File: config.mk
export PLATFORM = sky130hd
export DESIGN_NAME = copcom_tx_sequencer
export DESIGN_NICKNAME = d
export VERILOG_FILES = /design/src/rtl/copcom_pkg.sv /design/src/rtl/copcom_byte_fifo.sv /design/src/rtl/copcom_tx_sequencer.sv
export SDC_FILE = /design/constraint.sdc
export NUM_CORES = 1
export LEC_CHECK = 0
export ABC_CLOCK_PERIOD_IN_PS = 4990
export BUFFER_PORTS_ARGS = -buffer_cell sky130_fd_sc_hd__buf_2
export CELL_PAD_IN_SITES_DETAIL_PLACEMENT = 0
export CELL_PAD_IN_SITES_GLOBAL_PLACEMENT = 1
export CORE_MARGIN = 3
export CORE_UTILIZATION = 53
export DETAILED_ROUTE_END_ITERATION = 7
export PLACE_DENSITY_LB_ADDON = 0.12
export RECOVER_POWER = 25
export SYNTH_ARGS = -nofsm -noshare
export SYNTH_HDL_FRONTEND = slang
export SYNTH_SLANG_ARGS = --single-unit
File: constraint.sdc
create_clock -name clk -period 4.99 [get_ports clk]
set_input_delay 0.499 -clock clk [delete_from_list [all_inputs] [get_ports clk]]
set_output_delay 0.499 -clock clk [all_outputs]
set_load 0.01 [all_outputs]
File: src/rtl/copcom_pkg.sv
// Shared COPCOM definitions: sequencer state encoding, status bit positions
// and the COPCOM register offsets also used by the MMI decode.
package copcom_pkg;

    typedef enum logic [3:0] {
        IDLE,
        INIT,
        LOAD,
        SEND,
        WAIT,
        CRCW,
        CRCH,
        CRCL,
        DONE
    } state_t;

    // What WAIT hands over to once COPCOM is ready again
    typedef enum logic [1:0] {
        TAIL_PAYLOAD,
        TAIL_CRC_LO,
        TAIL_END
    } tail_t;

    localparam int COPWRSTAT_RDY_BIT    = 0;
    localparam int COPCRCSTAT_VALID_BIT = 0;

    localparam logic [7:0] ADDR_COPWR      = 8'h00;
    localparam logic [7:0] ADDR_COPWRLN    = 8'h04;
    localparam logic [7:0] ADDR_COPWRSTAT  = 8'h08;
    localparam logic [7:0] ADDR_COPCRCI1   = 8'h0C;
    localparam logic [7:0] ADDR_COPCRCSTAT = 8'h10;
    localparam logic [7:0] ADDR_COPCRCO1   = 8'h14;
    localparam logic [7:0] ADDR_COPCRCO2   = 8'h18;

    function automatic logic [7:0] frame_len(input logic [7:0] payload, input bit crc_append);
        return payload + (crc_append ? 8'd2 : 8'd0);
    endfunction

endpackage

File: src/rtl/copcom_byte_fifo.sv
// Byte FIFO with synchronous flush and a registered read port; the read
// register doubles as the sequencer's holding register for the popped byte.
module copcom_byte_fifo #(
    parameter int DEPTH = 16
) (
    input  logic                     clk,
    input  logic                     rst_n,
    input  logic                     flush_i,
    input  logic                     push_i,
    input  logic [7:0]               data_i,
    input  logic                     pop_i,
    output logic [7:0]               data_o,
    output logic                     full_o,
    output logic [$clog2(DEPTH):0]   level_o
);
    localparam int AW = $clog2(DEPTH);

    logic [7:0]    mem [DEPTH];
    logic [AW-1:0] wr_ptr_q;
    logic [AW-1:0] rd_ptr_q;
    logic [AW:0]   level_q;
    logic [7:0]    rd_data_q;
    logic          push_ok;
    logic          pop_ok;

    assign full_o  = (level_q == (AW+1)'(DEPTH));
    assign push_ok = push_i && !full_o;
    assign pop_ok  = pop_i && (level_q != '0);
    assign level_o = level_q;
    assign data_o  = rd_data_q;

    always_ff @(posedge clk or negedge rst_n) begin
        if (!rst_n) begin
            wr_ptr_q <= '0;
            rd_ptr_q <= '0;
            level_q  <= '0;
        end else if (flush_i) begin
            wr_ptr_q <= '0;
            rd_ptr_q <= '0;
            level_q  <= '0;
        end else begin
            if (push_ok) wr_ptr_q <= wr_ptr_q + AW'(1);
            if (pop_ok)  rd_ptr_q <= rd_ptr_q + AW'(1);
            case ({push_ok, pop_ok})
                2'b10:   level_q <= level_q + (AW+1)'(1);
                2'b01:   level_q <= level_q - (AW+1)'(1);
                default: level_q <= level_q;
            endcase
        end
    end

    // Storage and read register carry no reset so they map onto block RAM
    always_ff @(posedge clk) begin
        if (push_ok && !flush_i) mem[wr_ptr_q] <= data_i;
        if (pop_ok)              rd_data_q    <= mem[rd_ptr_q];
    end

endmodule

File: src/rtl/copcom_tx_sequencer.sv
// Streams a buffered byte frame into COPCOM: programs the length, feeds each
// byte through the CRC engine, then optionally appends the 16-bit CRC.
module copcom_tx_sequencer
    import copcom_pkg::*;
#(
    parameter int          DEPTH      = 16,
    parameter int          CRC_APPEND = 1,
    parameter logic [15:0] CRC_INIT   = 16'hFFFF,
    parameter int          TIMEOUT    = 1023
) (
    input  logic                     clk,
    input  logic                     rst_n,
    input  logic                     wr_valid,
    input  logic [7:0]               wr_data,
    output logic                     wr_ready,
    input  logic                     start,
    input  logic                     abort,
    output logic                     busy,
    output logic                     done,
    output logic                     err_timeout,
    output logic [$clog2(DEPTH):0]   level,
    output logic [7:0]               copwr_o,
    output logic                     copwren_o,
    output logic [7:0]               copwrln_o,
    input  logic [7:0]               copwrstat_i,
    output logic                     copcrcen_o,
    output logic                     copcrcinit_o,
    output logic [7:0]               copcrcinit1_o,
    output logic [7:0]               copcrcinit2_o,
    output logic [7:0]               copcrci1_o,
    input  logic [7:0]               copcrcstat_i,
    input  logic [7:0]               copcrco1_i,
    input  logic [7:0]               copcrco2_i
);
    localparam int LW = $clog2(DEPTH) + 1;
    localparam int TW = $clog2(TIMEOUT + 1);
    localparam logic [TW-1:0] TMO_LOAD = TW'(TIMEOUT);
    localparam bit APPEND = (CRC_APPEND != 0);

    state_t          state_q;
    tail_t           tail_q;
    logic            skip_q;
    logic [LW-1:0]   len_q;
    logic [LW-1:0]   remaining_q;
    logic [TW-1:0]   tmo_q;
    logic [15:0]     crc_q;
    logic            err_q;
    logic [7:0]      copwr_q;
    logic [7:0]      copcrci1_q;
    logic [7:0]      copwrln_q;
    logic            copwren_q;
    logic            copcrcen_q;
    logic            copcrcinit_q;
    logic            done_q;

    logic            wr_rdy;
    logic            crc_vld;
    logic            waiting;
    logic            tmo_fire;
    logic            fifo_push;
    logic            fifo_pop;
    logic            fifo_flush;
    logic            fifo_full;
    logic [7:0]      fifo_data;
    logic [LW-1:0]   fifo_level;
    logic            unused_stat_bits;

    assign wr_rdy           = copwrstat_i[COPWRSTAT_RDY_BIT];
    assign crc_vld          = copcrcstat_i[COPCRCSTAT_VALID_BIT];
    assign unused_stat_bits = ^{copwrstat_i[7:1], copcrcstat_i[7:1]};

    always_comb begin
        waiting = 1'b0;
        case (state_q)
            SEND, CRCH, CRCL: waiting = !wr_rdy;
            WAIT:             waiting = !skip_q && !wr_rdy;
            CRCW:             waiting = !crc_vld;
            default:          waiting = 1'b0;
        endcase
        tmo_fire   = waiting && (tmo_q == '0);
        fifo_flush = abort || tmo_fire;
        fifo_pop   = (state_q == LOAD) && !abort;
        fifo_push  = wr_valid && !abort;
    end

    copcom_byte_fifo #(.DEPTH(DEPTH)) u_fifo (
        .clk     (clk),
        .rst_n   (rst_n),
        .flush_i (fifo_flush),
        .push_i  (fifo_push),
        .data_i  (wr_data),
        .pop_i   (fifo_pop),
        .data_o  (fifo_data),
        .full_o  (fifo_full),
        .level_o (fifo_level)
    );

    always_ff @(posedge clk or negedge rst_n) begin
        if (!rst_n) begin
            state_q      <= IDLE;
            tail_q       <= TAIL_PAYLOAD;
            skip_q       <= 1'b0;
            len_q        <= '0;
            remaining_q  <= '0;
            tmo_q        <= '0;
            crc_q        <= '0;
            err_q        <= 1'b0;
            copwr_q      <= '0;
            copcrci1_q   <= '0;
            copwrln_q    <= '0;
            copwren_q    <= 1'b0;
            copcrcen_q   <= 1'b0;
            copcrcinit_q <= 1'b0;
            done_q       <= 1'b0;
        end else begin
            copwren_q    <= 1'b0;
            copcrcen_q   <= 1'b0;
            copcrcinit_q <= 1'b0;
            done_q       <= 1'b0;
            if (abort) begin
                state_q <= IDLE;
            end else if (tmo_fire) begin
                state_q <= IDLE;
                err_q   <= 1'b1;
            end else begin
                case (state_q)
                    IDLE: if (start && fifo_level != '0) begin
                        len_q       <= fifo_level;
                        remaining_q <= fifo_level;
                        err_q       <= 1'b0;
                        state_q     <= INIT;
                    end
                    INIT: begin
                        copwrln_q    <= frame_len(8'(len_q), APPEND);
                        copcrcinit_q <= 1'b1;
                        state_q      <= LOAD;
                    end
                    LOAD: begin
                        tmo_q   <= TMO_LOAD;
                        state_q <= SEND;
                    end
                    SEND: if (wr_rdy) begin
                        copwr_q     <= fifo_data;
                        copcrci1_q  <= fifo_data;
                        copwren_q   <= 1'b1;
                        copcrcen_q  <= 1'b1;
                        remaining_q <= remaining_q - LW'(1);
                        tail_q      <= TAIL_PAYLOAD;
                        skip_q      <= 1'b1;
                        tmo_q       <= TMO_LOAD;
                        state_q     <= WAIT;
                    end else begin
                        tmo_q <= tmo_q - TW'(1);
                    end
                    // Status from before our own write may still read ready, so skip one cycle
                    WAIT: if (skip_q) begin
                        skip_q <= 1'b0;
                    end else if (wr_rdy) begin
                        tmo_q <= TMO_LOAD;
                        case (tail_q)
                            TAIL_CRC_LO: state_q <= CRCL;
                            TAIL_END:    state_q <= DONE;
                            default:     state_q <= (remaining_q != '0) ? LOAD :
                                                    (APPEND ? CRCW : DONE);
                        endcase
                    end else begin
                        tmo_q <= tmo_q - TW'(1);
                    end
                    CRCW: if (crc_vld) begin
                        crc_q   <= {copcrco1_i, copcrco2_i};
                        tmo_q   <= TMO_LOAD;
                        state_q <= CRCH;
                    end else begin
                        tmo_q <= tmo_q - TW'(1);
                    end
                    CRCH, CRCL: if (wr_rdy) begin
                        copwr_q   <= (state_q == CRCH) ? crc_q[15:8] : crc_q[7:0];
                        copwren_q <= 1'b1;
                        tail_q    <= (state_q == CRCH) ? TAIL_CRC_LO : TAIL_END;
                        skip_q    <= 1'b1;
                        tmo_q     <= TMO_LOAD;
                        state_q   <= WAIT;
                    end else begin
                        tmo_q <= tmo_q - TW'(1);
                    end
                    DONE: begin
                        done_q  <= 1'b1;
                        state_q <= IDLE;
                    end
                    default: state_q <= IDLE;
                endcase
            end
        end
    end

    assign wr_ready      = !fifo_full;
    assign level         = fifo_level;
    assign busy          = (state_q != IDLE);
    assign done          = done_q;
    assign err_timeout   = err_q;
    assign copwr_o       = copwr_q;
    assign copwren_o     = copwren_q;
    assign copwrln_o     = copwrln_q;
    assign copcrcen_o    = copcrcen_q;
    assign copcrcinit_o  = copcrcinit_q;
    assign copcrci1_o    = copcrci1_q;
    assign copcrcinit1_o = CRC_INIT[15:8];
    assign copcrcinit2_o = CRC_INIT[7:0];

endmodule
**After elaboration in Yosys (flattened, before gate mapping)**

Memories as Yosys holds them, arrays and structs flattened. A register that Yosys moved wholly into a read port is not among the register bits.
Cells that the tools add are included.

- Add/subtract/negate cells: 7
- Equality and inequality tests: 23
- Shifts and indexed selects: 0
- Bitwise logic cells: 2
- Multiply operators: 0
- Divide/modulo/power cells: 0
- Reduce and logical (&&, ||, !) cells: 41
- Multiplexer cells: 52
- Order comparisons: 0

Operators with widths:

| operator | number |
|---|---|
| 2-to-1 mux 4 bit | 11 |
| one-hot mux 10 bit (4 select lines) | 1 |
| 2-to-1 mux 10 bit | 3 |
| 2-to-1 mux 8 bit | 3 |
| one-hot mux 4 bit (6 select lines) | 1 |
| one-hot mux 5 bit (2 select lines) | 2 |
| AND reduction 4 bit | 5 |
| 2-to-1 mux 1 bit | 19 |
| equality test 4 x 3 -> 1 bit (second input constant) | 4 |
| != test 4 bit (second input constant) | 4 |
| one-hot mux 8 bit (2 select lines) | 1 |
| 2-to-1 mux 5 bit | 3 |
| AND reduction 5 bit | 3 |
| nonzero test 2 bit | 7 |
| logical NOT 10 bit | 1 |
| nonzero test 5 bit | 2 |
| subtractor 10 x 1 -> 10 bit (second input constant) | 1 |
| subtractor 5 x 1 -> 5 bit (second input constant) | 2 |
| adder 4 x 1 -> 4 bit (second input constant) | 2 |
| equality test 4 x 2 -> 1 bit (second input constant) | 2 |
| logical AND 1 bit | 8 |
| != test 2 bit (second input constant) | 4 |
| one-hot mux 4 bit (2 select lines) | 1 |
| nonzero test 4 bit | 2 |
| other kinds (22) | 33 |

- Bits in registers: 85
- Latch bits: 0
- Memories kept: 1
- Bits in read-only memories: 0
- Word-level logic and storage cells: 144
- Bits of input ports: 45
- Memory bits (writable): 128

Memories:

| memory | depth | bits a word | read ports | clocked after Yosys merged registers in | wr ports | line | RTL |
|---|---|---|---|---|---|---|---|
| u_fifo.mem | 16 | 8 | 1 | 1 | 1 | copcom_byte_fifo.sv:18 | `logic [7:0] mem [DEPTH];` |

**Logic depth before layout (Yosys ltp)**

- Depth after elaboration: 9
- Mapped depth: 10

**Modules after synthesis**

A second synthesis with hierarchy kept.

- Cells, all modules: 701
- Area, all modules: 9744.3 sq um

By module, submodules not included:

| module | area each (sq um) | cells each | seq. area each (sq um) | times used |
|---|---|---|---|---|
| copcom_byte_fifo | 6079.6 | 329 | 4409.2 | 1 |
| copcom_tx_sequencer | 3664.8 | 372 | 1751.7 | 1 |

**Worst setup path after synthesis**

OpenSTA, ideal clock, no wires.

- Path kind: flip-flop to flip-flop
- From: reg u_fifo.level_q[0] (netlist: u_fifo.level_o[0])
- To: reg u_fifo.level_q[4] (netlist: u_fifo.level_o[4])
- Data required time: 4.902 ns
- Data arrival time: 3.041 ns
- Path buffers: 1
- Stages on the path, launching flop included: 11
- Period minus slack after synthesis: 3.129 ns
- Path slack: 1.861 ns
- Path through: dfrtp_1 or4_1 clkbuf_1 o21ai_1 nor3_1 fa_1 a21o_1 a21o_1 or4_1 nand3_1 nor3b_1

- Cells in the longest elaborated chain, start to end: 6
- Elaborated cells on any way between the ends: 12

RTL lines:

| element | line | RTL |
|---|---|---|
| from (decl) | copcom_byte_fifo.sv:21 | `logic [AW:0] level_q;` |
| from (signal assigned) | copcom_byte_fifo.sv:45 | `2'b10: level_q <= level_q + (AW+1)'(1);` |
| from (signal assigned) | copcom_byte_fifo.sv:46 | `2'b01: level_q <= level_q - (AW+1)'(1);` |
| from (signal assigned) | copcom_byte_fifo.sv:47 | `default: level_q <= level_q;` |
| equality test 5 bit | copcom_byte_fifo.sv:26 | `assign full_o = (level_q == (AW+1)'(DEPTH));` |
| logical NOT 1 bit | copcom_byte_fifo.sv:27 | `assign push_ok = push_i && !full_o;` |
| logical AND 1 bit | copcom_byte_fifo.sv:27 |  |
| equality test 2 x 1 -> 1 bit / equality test 2 bit (equally long branches) | copcom_byte_fifo.sv:44 | `case ({push_ok, pop_ok})` |
| one-hot mux 5 bit (2 select lines) | copcom_byte_fifo.sv:44 |  |
| 2-to-1 mux 5 bit | copcom_byte_fifo.sv:37 | `end else if (flush_i) begin` |

Parallel ways exist; a longest one is shown, timed or not.
A chain may end at the register's enable or synchronous reset.

**Final worst setup path**

- From: reg state_q[1]
- To: reg u_fifo.level_q[4] (netlist: u_fifo.level_o[4])

- Cells in the longest elaborated chain, start to end: 6
- Elaborated cells on any way between the ends: 17

RTL lines:

| element | line | RTL |
|---|---|---|
| from (decl) | copcom_tx_sequencer.sv:40 | `state_t state_q;` |
| from (signal assigned) | copcom_tx_sequencer.sv:163 | `default: state_q <= (remaining_q != '0) ? LOAD :` |
| equality test 4 x 3 -> 1 bit (tied with other cells) | copcom_tx_sequencer.sv:74 | `case (state_q)` |
| OR reduction 3 bit (no source line) / logical AND 1 bit (equally long branches) | - |  |
| one-hot mux 1 bit (3 select lines) / logical AND 1 bit (equally long branches) | copcom_tx_sequencer.sv:74, copcom_byte_fifo.sv:28 |  |
| logical AND 1 bit (tied with other cells) | copcom_tx_sequencer.sv:80 | `tmo_fire = waiting && (tmo_q == '0);` |
| logical OR 1 bit / one-hot mux 5 bit (2 select lines) (equally long branches) | copcom_tx_sequencer.sv:81, copcom_byte_fifo.sv:44 |  |
| nonzero test 3 bit (no source line) / 2-to-1 mux 5 bit (equally long branches) | - |  |

Parallel ways exist; a longest one is shown, timed or not.

==> impl_metrics.py <==
metrics = {
    "outcome": {
        "run_status": "finished, final reports clean",
    },
    "global_routing": {
        "grt_pass1_wl_um": 32100,
        "gr-total-overflow": 0,
        "use_met3_pct": 2.43,
        "antenna_found_initial": 0,
        "grtUsageMet2_pct": 34.3,
        "busiest_layer": "met2",
        "grt.met1_usage_pct": 28.5,
        "grt_usage_pct": 20.4,
        "grt_pass1_vias": 5755,
        "grt_max_degree": 84,
    },
    "placement": {
        "dp_hpwl_um": 13600,
        "gp_congestion": 0.795,
        "placed_cells": 958,
        "portBuffers": 64,
    },
    "cells_and_area": {
        "antennaDiodeCount": 0,
        "layout_common_cells": "136 x edfxtp_1, 82 x dfrtp_1, 55 x buf_2",
        "fin_cells": 1000,
        "final_common_cell": "edfxtp_1",
        "syn2layout_area_growth_pct": 11.3,
        "drive_gt1_share_pct": 20.6,
        "nets": 815,
    },
    "sta": {
        "max_clock_freq_ghz": 0.292,
        "post-route-period-util_pct": 68.5,
        "fin_tns_setup_ns": 0,
        "finalHoldViolCount": 0,
        "max_slew.worst_pin.slew_ns": 1.31,
        "rsz0062_at_grt": "false",
        "hold_ws_ns": 0.178,
        "finClkSkew_ns": 0.0192,
        "slew_headroom_pct": 12.3,
        "setup_viol": 0,
        "slew_viol_final": 0,
        "min_period_ns": 3.42,
    },
    "critical_path": {
        "critPathBufInv": 0,
        "cp_common_cell": "a21o_1",
        "end_kind": "flip-flop",
        "worst_path_largest_cell_delay_ns": 0.65,
        "cp_data_required_time_ns": 5.41,
        "path_max_fanout": 19,
        "cp_num_cells": 9,
        "critPathKind": "reg2reg",
        "critPathTopFamily": "simple AND/OR/NAND/NOR gates",
        "crit_chain": "nor4b_1, o21ai_1, nor3_1, ha_1, a21o_1, a21o_1, or4_1, nand3_1, nor3b_1",
        "cp.arrival_ns": 3.84,
        "crit_slowest_cell": "dfrtp_1",
        "rr_worst_depth": 9,
        "start_kind": "flip-flop",
    },
    "drt": {
        "vias": 5831,
        "wl_per_cell_um": 20.5,
        "drt-total-wl_um": 20500,
        "vias_per_cell": 5.83,
        "drc": 0,
        "dr.pass1.iters": 4,
        "drt_iter0_markers": 436,
        "antenna_left": 0,
    },
    "floorplanning": {
        "floorplan.initialDensity_pct": 54.3,
        "die-area_um2": 20100,
        "num_rows": 49,
        "die_x_um": 142,
        "io_pins": 97,
        "coreArea_um2": 18000,
        "die-height_um": 142,
    },
    "yosys": {
        "syn_inst": 699,
        "avgSynthCellArea_um2": 14.0,
        "synth_edf_count": 136,
        "yosys-top-cells-area": "edfxtp_1 42%, dfrtp_1 21%, mux2i_1 4.1%",
        "synth-seq-cells": 219,
        "synth_area_leader_cell": "edfxtp_1",
        "synth_ff_type": "edfxtp_1",
        "synth_area_um2": 9780,
        "yosys_warnings": 0,
        "synth_cell_type_count": 67,
        "synth.top_cell.area_share_pct": 41.7,
        "async_flop_share_pct": 37.9,
        "yosysSeqAreaShare_pct": 63.0,
    },
    "worst_hold_path": {
        "hp-class": "in2async",
    },
    "cts": {
        "cts.htree.levels": 1,
        "cts_tree": "yes",
        "cts_resized": 0,
        "cts_sinks": 219,
        "cts_setup_buffers": 0,
        "clk_latency_ns": 0.52,
        "cts_buffers": 23,
        "ctsHoldBuffers": 0,
        "path_clk_slew_ns": 0.06,
        "clockBufferDepth": 3,
        "cts_root_buf": "clkbuf_16",
    },
    "power_and_ir_drop": {
        "p_total_mw": 4.58,
        "ir_drop_mv": 0.286,
        "power_density_nw_per_um2": 421,
        "switching_power_mw": 1.22,
        "power_frac_comb_pct": 14.8,
        "internal_power_mw": 3.37,
        "pwr-share-seq_pct": 49.0,
        "switching_share_pct": 26.6,
        "p_clk_share_pct": 36.2,
        "p_leak_nw": 4.23,
    },
    "run": {
        "maxCapViolations": 0,
    },
}
==> registers in the layout, indices dropped and copies added, names as in the netlist, 6 cells and up <==
| signal | flops |
|---|---|
| u_fifo.mem | 128 |
| crc_q | 16 |
| tmo_q | 10 |
| copcrci1_o | 8 |
| copwr_o | 8 |
| u_fifo.data_o | 8 |
| copwrln_o | 6 |
==> metal layers <==
| metal | wire (um) | vias to the layer above |
|---|---|---|
| met5 | 0 | - |
| met3 | 765 | 31 |
| met4 | 467 | 0 |
| met2 | 10200 | 127 |
| li1 | - | 2716 |
| met1 | 9030 | 2957 |
==> final timing paths <==
path,slack [ns],start,to
worst max-delay path,1.57,state_q[1],u_fifo.level_o[4]
worst min register to register,0.48,copwr_o[4],copwr_o[4]
worst max register to register,1.57,state_q[1],u_fifo.level_o[4]
worst min-delay path,0.18,rst_n,copwrln_o[0]
max in group asynchronous,4.05,rst_n,u_fifo.rd_ptr_q[0]
min in group clk,0.23,copcrco2_i[7],crc_q[7]
==> cell type report <==
cell class / count / area, um2
inverter: 18 / 67.6
multi-input combinational: 424 / 3290
timing repair buffer: 68 / 343
sequential: 219 / 6160
fill: 1435 / 7140
tap: 229 / 287
clock inverter: 12 / 119
clock buffer: 30 / 612
==> synth_stat cells, types with 7 or more instances <==
master and instances:
nand2_1 35, inv_1 18, a221oi_1 9, nor2_1 35, mux2_2 28, edfxtp_1 136
nor3_1 13, and2_1 13, mux2_4 10, o31ai_1 7, buf_4 19, a21oi_1 29
a22oi_1 8, ha_1 15, dfrtp_1 83, o21ai_0 39, clkbuf_1 18, or3_1 8
mux4_2 16, nand3_1 9, mux2i_1 40
==> metrics by stage <==
stage / area [um2] / setup WS, ns / utilization, %
after global placement: 10200 / 1.62 / 56.4
after detailed placement: 10200 / 1.61 / 56.4
after floorplan: 9840 / 1.86 / -
final: 10900 / 1.57 / 60.4
after CTS: 10900 / 1.59 / 60.4
after global routing: 10900 / 1.23 / 60.4
==> worst reg2reg max path: stages (launching register included) <==
cell	delay [ns]
dfrtp_1	0.65
nor4b_1	0.40
o21ai_1	0.28
nor3_1	0.58
ha_1	0.39
a21o_1	0.17
a21o_1	0.19
or4_1	0.42
nand3_1	0.09
nor3b_1	0.17
==> cell families after synthesis <==
kind of cell	share of synthesized area, %
buf+inv	3.95
xor+xnor	0.895
flops	63.0
compound gates	8.97
fa+ha+maj	2.12
mux	12.5
other cells	0.0768
simple gates	8.47
==> power by group through the flow <==
stage	combinational, mW	clock (mW)	sequential (mW)
final	0.679	1.66	2.25
after global routing	0.757	1.76	2.27
after CTS	0.688	1.69	2.24
after detailed placement	0.685	0	2.28
after global placement	0.660	0	2.27
after floorplan	0.501	0	2.24
Note: power is estimated with default switching activity, not from simulation.
